<file path="config.mk">
export PLATFORM = sky130hd
export DESIGN_NAME = glenn_8to3_encoder_flat
export DESIGN_NICKNAME = d
export VERILOG_FILES = /design/src/rtl/glenn_8to3_encoder_pkg.sv /design/src/rtl/glenn_8to3_encoder_if.sv /design/src/rtl/glenn_8to3_encoder_prio_enc8.sv /design/src/rtl/glenn_8to3_encoder.sv /design/src/flat_wrapper.sv
export SDC_FILE = /design/constraint.sdc
export NUM_CORES = 1
export LEC_CHECK = 0
export CORE_UTILIZATION = 44
export CTS_CLUSTER_SIZE = 40
export DETAILED_ROUTE_END_ITERATION = 6
export PLACE_DENSITY = 0.78
export SLEW_MARGIN = 10
export SYNTH_ARGS = -nofsm -noshare
export SYNTH_HDL_FRONTEND = slang
export SYNTH_SLANG_ARGS = --single-unit
</file>
<file path="constraint.sdc">
create_clock -name clk -period 2 [get_ports clk]
set_input_delay 0.5 -clock clk [delete_from_list [all_inputs] [get_ports clk]]
set_output_delay 0.5 -clock clk [all_outputs]
set_load 0.02 [all_outputs]
</file>
<file path="src/rtl/glenn_8to3_encoder_pkg.sv">
// Shared codec package: FSM state type plus the one-hot decode and
// priority-encode helpers used by both the encoder and the 3-bit decoder.
package glenn_codec_pkg;

  typedef enum logic {IDLE = 1'b0, PRESENT = 1'b1} state_e;

  // 3-bit index to one-hot 8-bit mask (also the decoder's decode function)
  function automatic logic [7:0] onehot3to8(input logic [2:0] idx);
    return 8'b0000_0001 << idx;
  endfunction

  // Index of the winning set bit; high_first picks bit 7 as top priority.
  // Returns 0 when nothing is set.
  function automatic logic [2:0] prio_enc8to3(input logic [7:0] pend,
                                              input logic       high_first);
    logic [2:0] r;
    r = '0;
    if (high_first) begin
      for (int i = 0; i < 8; i++)
        if (pend[i]) r = 3'(i);
    end else begin
      for (int i = 7; i >= 0; i--)
        if (pend[i]) r = 3'(i);
    end
    return r;
  endfunction

endpackage

</file>
<file path="src/rtl/glenn_8to3_encoder_if.sv">
// Request/handshake bundle between the producer and the 8-to-3 encoder.
interface glenn_8to3_encoder_if;
  logic       en;
  logic       clr;
  logic [7:0] in8;
  logic       ack;
  logic [2:0] out3;
  logic       valid;
  logic [7:0] pending;
  logic       more;

  // Producer / consumer side
  modport master (output en, clr, in8, ack,
                  input  out3, valid, pending, more);
  // Encoder side
  modport slave  (input  en, clr, in8, ack,
                  output out3, valid, pending, more);
endinterface

</file>
<file path="src/rtl/glenn_8to3_encoder_prio_enc8.sv">
// Pure combinational 8-to-3 priority encoder.
module glenn_prio_enc8
  import glenn_codec_pkg::*;
#(
  parameter bit HIGH_FIRST = 1'b1
) (
  input  logic [7:0] req_i,
  output logic [2:0] idx_o,
  output logic       any_o
);
  assign idx_o = prio_enc8to3(req_i, HIGH_FIRST);
  assign any_o = |req_i;
endmodule

</file>
<file path="src/rtl/glenn_8to3_encoder.sv">
// Clocked 8-to-3 priority encoder: latches requests into a pending register
// and presents the winning index with a valid/ack handshake. A presented code
// is never pre-empted; it is held until acked.
module glenn_8to3_encoder
  import glenn_codec_pkg::*;
#(
  parameter bit HIGH_FIRST = 1'b1
) (
  input  logic                       clk,
  input  logic                       rst_n,
  glenn_8to3_encoder_if.slave        bus
);

  state_e     state_q, state_d;
  logic [7:0] pend_q,  pend_d;
  logic [2:0] out3_q,  out3_d;
  logic       valid_q, valid_d;
  logic [7:0] clr_mask;
  logic [2:0] enc_idx;
  logic       enc_any;

  // Encode from the registered pending bits, never straight from in8
  glenn_prio_enc8 #(.HIGH_FIRST(HIGH_FIRST)) u_enc (
    .req_i (pend_q),
    .idx_o (enc_idx),
    .any_o (enc_any)
  );

  // Next-state: flush beats everything; otherwise ack retires the presented
  // bit while a same-cycle re-request of that bit keeps it pending (set wins)
  always_comb begin
    state_d  = state_q;
    pend_d   = pend_q;
    out3_d   = out3_q;
    valid_d  = valid_q;
    clr_mask = '0;
    if (bus.clr) begin
      pend_d  = '0;
      valid_d = 1'b0;
      state_d = IDLE;
    end else begin
      case (state_q)
        IDLE: begin
          if (enc_any) begin
            out3_d  = enc_idx;
            valid_d = 1'b1;
            state_d = PRESENT;
          end
        end
        PRESENT: begin
          if (bus.ack) begin
            clr_mask = onehot3to8(out3_q);
            valid_d  = 1'b0;
            state_d  = IDLE;
          end
        end
        default: state_d = IDLE;
      endcase
      pend_d = (pend_q & ~clr_mask) | (bus.en ? bus.in8 : 8'h00);
    end
  end

  // State and pending register, async active-low reset
  always_ff @(posedge clk or negedge rst_n) begin
    if (!rst_n) begin
      state_q <= IDLE;
      pend_q  <= '0;
      out3_q  <= '0;
      valid_q <= 1'b0;
    end else begin
      state_q <= state_d;
      pend_q  <= pend_d;
      out3_q  <= out3_d;
      valid_q <= valid_d;
    end
  end

  assign bus.out3    = out3_q;
  assign bus.valid   = valid_q;
  assign bus.pending = pend_q;
  assign bus.more    = valid_q & |(pend_q & ~onehot3to8(out3_q));

endmodule

</file>
<file path="src/flat_wrapper.sv">
// flat-port wrapper written by rule: the top's interface ports become plain ports
module glenn_8to3_encoder_flat import glenn_codec_pkg::*;
#(
  parameter bit HIGH_FIRST = 1'b1
)
  (clk, rst_n, bus_en, bus_clr, bus_in8, bus_ack, bus_out3, bus_valid, bus_pending, bus_more);
  glenn_8to3_encoder_if bus_i ();
  input  logic clk;
  input  logic rst_n;
  input wire logic [$bits(bus_i.en)-1:0] bus_en;
  input wire logic [$bits(bus_i.clr)-1:0] bus_clr;
  input wire logic [$bits(bus_i.in8)-1:0] bus_in8;
  input wire logic [$bits(bus_i.ack)-1:0] bus_ack;
  output wire logic [$bits(bus_i.out3)-1:0] bus_out3;
  output wire logic [$bits(bus_i.valid)-1:0] bus_valid;
  output wire logic [$bits(bus_i.pending)-1:0] bus_pending;
  output wire logic [$bits(bus_i.more)-1:0] bus_more;
  assign bus_i.en = bus_en;
  assign bus_i.clr = bus_clr;
  assign bus_i.in8 = bus_in8;
  assign bus_i.ack = bus_ack;
  assign bus_out3 = bus_i.out3;
  assign bus_valid = bus_i.valid;
  assign bus_pending = bus_i.pending;
  assign bus_more = bus_i.more;
  glenn_8to3_encoder #(.HIGH_FIRST(HIGH_FIRST)) u_core (.clk(clk), .rst_n(rst_n), .bus(bus_i));
endmodule
</file>
==> impl_metrics.yaml <==
floorplanning:
  die_area_sq_um: 1910
  core_area_sq_um: 1560
  start_util_pct: 49.1
  rows: 14
  dieHeight_um: 43.7
  ios: 26
  die_w_um: 43.7
cts:
  clockBufferDepth: 2
  clkSinkCount: 13
  ctsHoldBuffers: 0
  htreeDepth: 1
  root_buffer: "clkbuf_4"
  clock_latency_ns: 0.29
  cts_tree: "built"
  clk_pin_slew_ns: 0.08
  cts_buffers: 3
  post_cts_buffers: 0
logic_synthesis:
  muxShareOfSynthArea_pct: 0
  syn-num-nets: 100
  yosysUniqueCellTypes: 25
  synthAdderAreaFrac_pct: 0
  synth-xor-area-share_pct: 0
  yosys.area.top_type: "dfrtp_1"
  synth-simple-area-share_pct: 26.8
  synth-compound-area-share_pct: 25.3
  synth_seq_cells: 13
  synth_top_area_share_pct: 42.5
  seq_area_frac_synth_pct: 42.5
  synthTopCellsByArea: "dfrtp_1 (42%), a21oi_1 (9.8%), o21ai_0 (5.9%)"
  syn_area_sq_um: 766
  syn_area_per_cell_sq_um: 8.80
  synth_top_family_by_area: "simple AND/OR/NAND/NOR gates"
  synthCells: 87
  yosysWarnings: 0
setup_path:
  critPathMaxFanout: 7
  cp-start-kind: "flop"
  timing_worst_setup_path_type: "flop to primary output"
  worstSetupEndpointType: "primary output"
  startpoint: "u_core.bus.out3[1]$_DFFE_PN0P_"
  arrival_ns: 1.64
  cp.required_ns: 1.50
  worstReg2RegStart: "u_core.bus.pending[3]$_DFF_PN0_"
placement:
  dp_hpwl_um: 1590
  gp_congestion: 0.915
  numPortBuffers: 25
  placed_area_sq_um: 1110
  dpl.cell_count: 138
sta:
  fmax_ghz: 0.467
  slew_headroom_pct: 61.2
  skew_ns: 0.00124
  setup_ws_ns: -0.140
  setup_viol: 1
  finalCriticalPeriod_ns: 2.14
  worst_slew_pin_slew_ns: 0.581
  rsz0062_at_grt: "true"
  slew_viol_final: 0
  min_period_over_period_pct: 107
  hold_viol: 0
global_route:
  grt_max_degree: 14
  grt_pass1_vias: 786
  grt_pass1_wl_um: 3660
  antenna_found_initial: 0
  grt-ovfl-total: 0
  grt_usage_pct: 26.7
hold_path:
  hold_path.class: "flop to flop"
  hp-start: "u_core.state_q$_DFF_PN0_"
finish:
  final_cells: 142
  design_area_sq_um: 1160
  drive_gt1_share_pct: 22.2
  final_common_cell: "clkdlybuf4s50_1"
  mostFrequentLayoutCells: "clkdlybuf4s50_1 (20), a21oi_1 (15), buf_4 (14)"
  area_growth_pct: 51.1
  fin_util_pct: 74.2
  nNetsFinal: 140
  n_antenna_cell: 0
drt:
  viasPerCell: 5.89
  drc: 2
  drt_iter0_drc: 61
  wl_per_cell_um: 15.0
  dr.pass1.iters: 6
  drt_wl_total_um: 2130
  drtAntennaViolNets: 0
  num_vias: 837
power:
  swShare_pct: 36.9
  p_comb_share_pct: 42.2
  powerDensity_nw_per_um2: 792
  p_int_mw: 0.579
  power_mw: 0.916
  vdd_ir_drop_max_v: 0.000410
  clockPowerShare_pct: 18.8
  pwr-share-seq_pct: 38.9
  leakagePower_nw: 0.501
  switchingPower_mw: 0.338
outcome:
  violations: "design-rule violations, negative setup slack"
  status: "finished with violations"
flow_run:
  max_cap_violations: 0
[critical path: stages (launching register included)]
cell	delay [ns]
dfrtp_2	0.46
buf_6	0.13
nand3b_1	0.07
a21oi_1	0.18
o22ai_1	0.11
o31a_1	0.27
buf_6	0.14
[flip-flops by register name, indices dropped and copies added (netlist names)]
signal / cells
u_core.bus.out3: 3
u_core.bus.valid: 1
u_core.state_q: 1
u_core.bus.pending: 8
[power groups by stage]
stage / Combinational [mW] / Clock, mW / Sequential (mW)
6_report: 0.387 / 0.172 / 0.357
2_1_floorplan: 0.190 / 0 / 0.376
3_5_place_dp: 0.384 / 0 / 0.355
5_1_grt: 0.419 / 0.186 / 0.363
4_1_cts: 0.387 / 0.170 / 0.355
3_3_place_gp: 0.374 / 0 / 0.350
[Yosys cell counts (all sizes together)]
library cell	n
nor2	7
or2	1
clkbuf	1
a31oi	2
nand3	2
o22ai	1
nor4	3
o31a	1
o21bai	2
o31ai	2
nor4b	1
a211oi	1
dfrtp	13
nand2	10
nand2b	4
nand3b	3
o21ai	9
a21oi	15
and4bb	1
nor3b	1
buf	4
inv	2
o22a	1
[worst paths after layout]
kind	to	cells past startpoint	slack, ns
max	bus_more	6	-0.14
min	u_core.state_q$_DFF_PN0_	1	0.55
max reg2reg	u_core.bus.out3[1]$_DFFE_PN0P_	5	0.55
min reg2reg	u_core.state_q$_DFF_PN0_	1	0.55
max in group asynchronous	u_core.bus.out3[2]$_DFFE_PN0P_	1	1.01
min in group asynchronous	u_core.bus.pending[2]$_DFF_PN0_	1	0.58
[per-layer routing]
layer / global-route usage, % / up-vias / part of all wire [%]
met5: 0 / - / 0
met2: 43.0 / 48 / 52
met3: 4.17 / 4 / 8.6
met4: 10.6 / 0 / 0.66
li1: - / 391 / -
met1: 36.1 / 394 / 39
[per-stage QoR]
step | TNS, ns | setup WS, ns | hold WS [ns]
after detailed placement | -0.273 | -0.273 | 0.546
after global routing | -0.204 | -0.204 | 0.597
after global placement | -0.176 | -0.176 | 0.525
final | -0.140 | -0.140 | 0.548
after floorplan | 0 | 0.179 | 0.204
after CTS | -0.121 | -0.121 | 0.555
[repair_timing]
item / CTS / global route
endpoints found under the hold margin: 0 / 0
resized for setup: 11 / 4
pin swaps: 2 / 0
endpoints found under the setup margin: 4 / 5
[kinds of logic (layout without fill, tap and decap cells)]
group,count (synthesis),in the layout
flops,13,13
compound gates,34,34
buf+inv,7,46
simple gates,33,33
[layout make-up]
class	count	area, sq um
Clock buffer	4	26.3
Fill cell	129	402
Inverter	2	7.51
Multi-Input combinational cell	67	399
Sequential cell	13	330
Tap cell	16	20.0
Timing Repair Buffer	40	374
No activity file was read; power rests on OpenSTA's default activity.
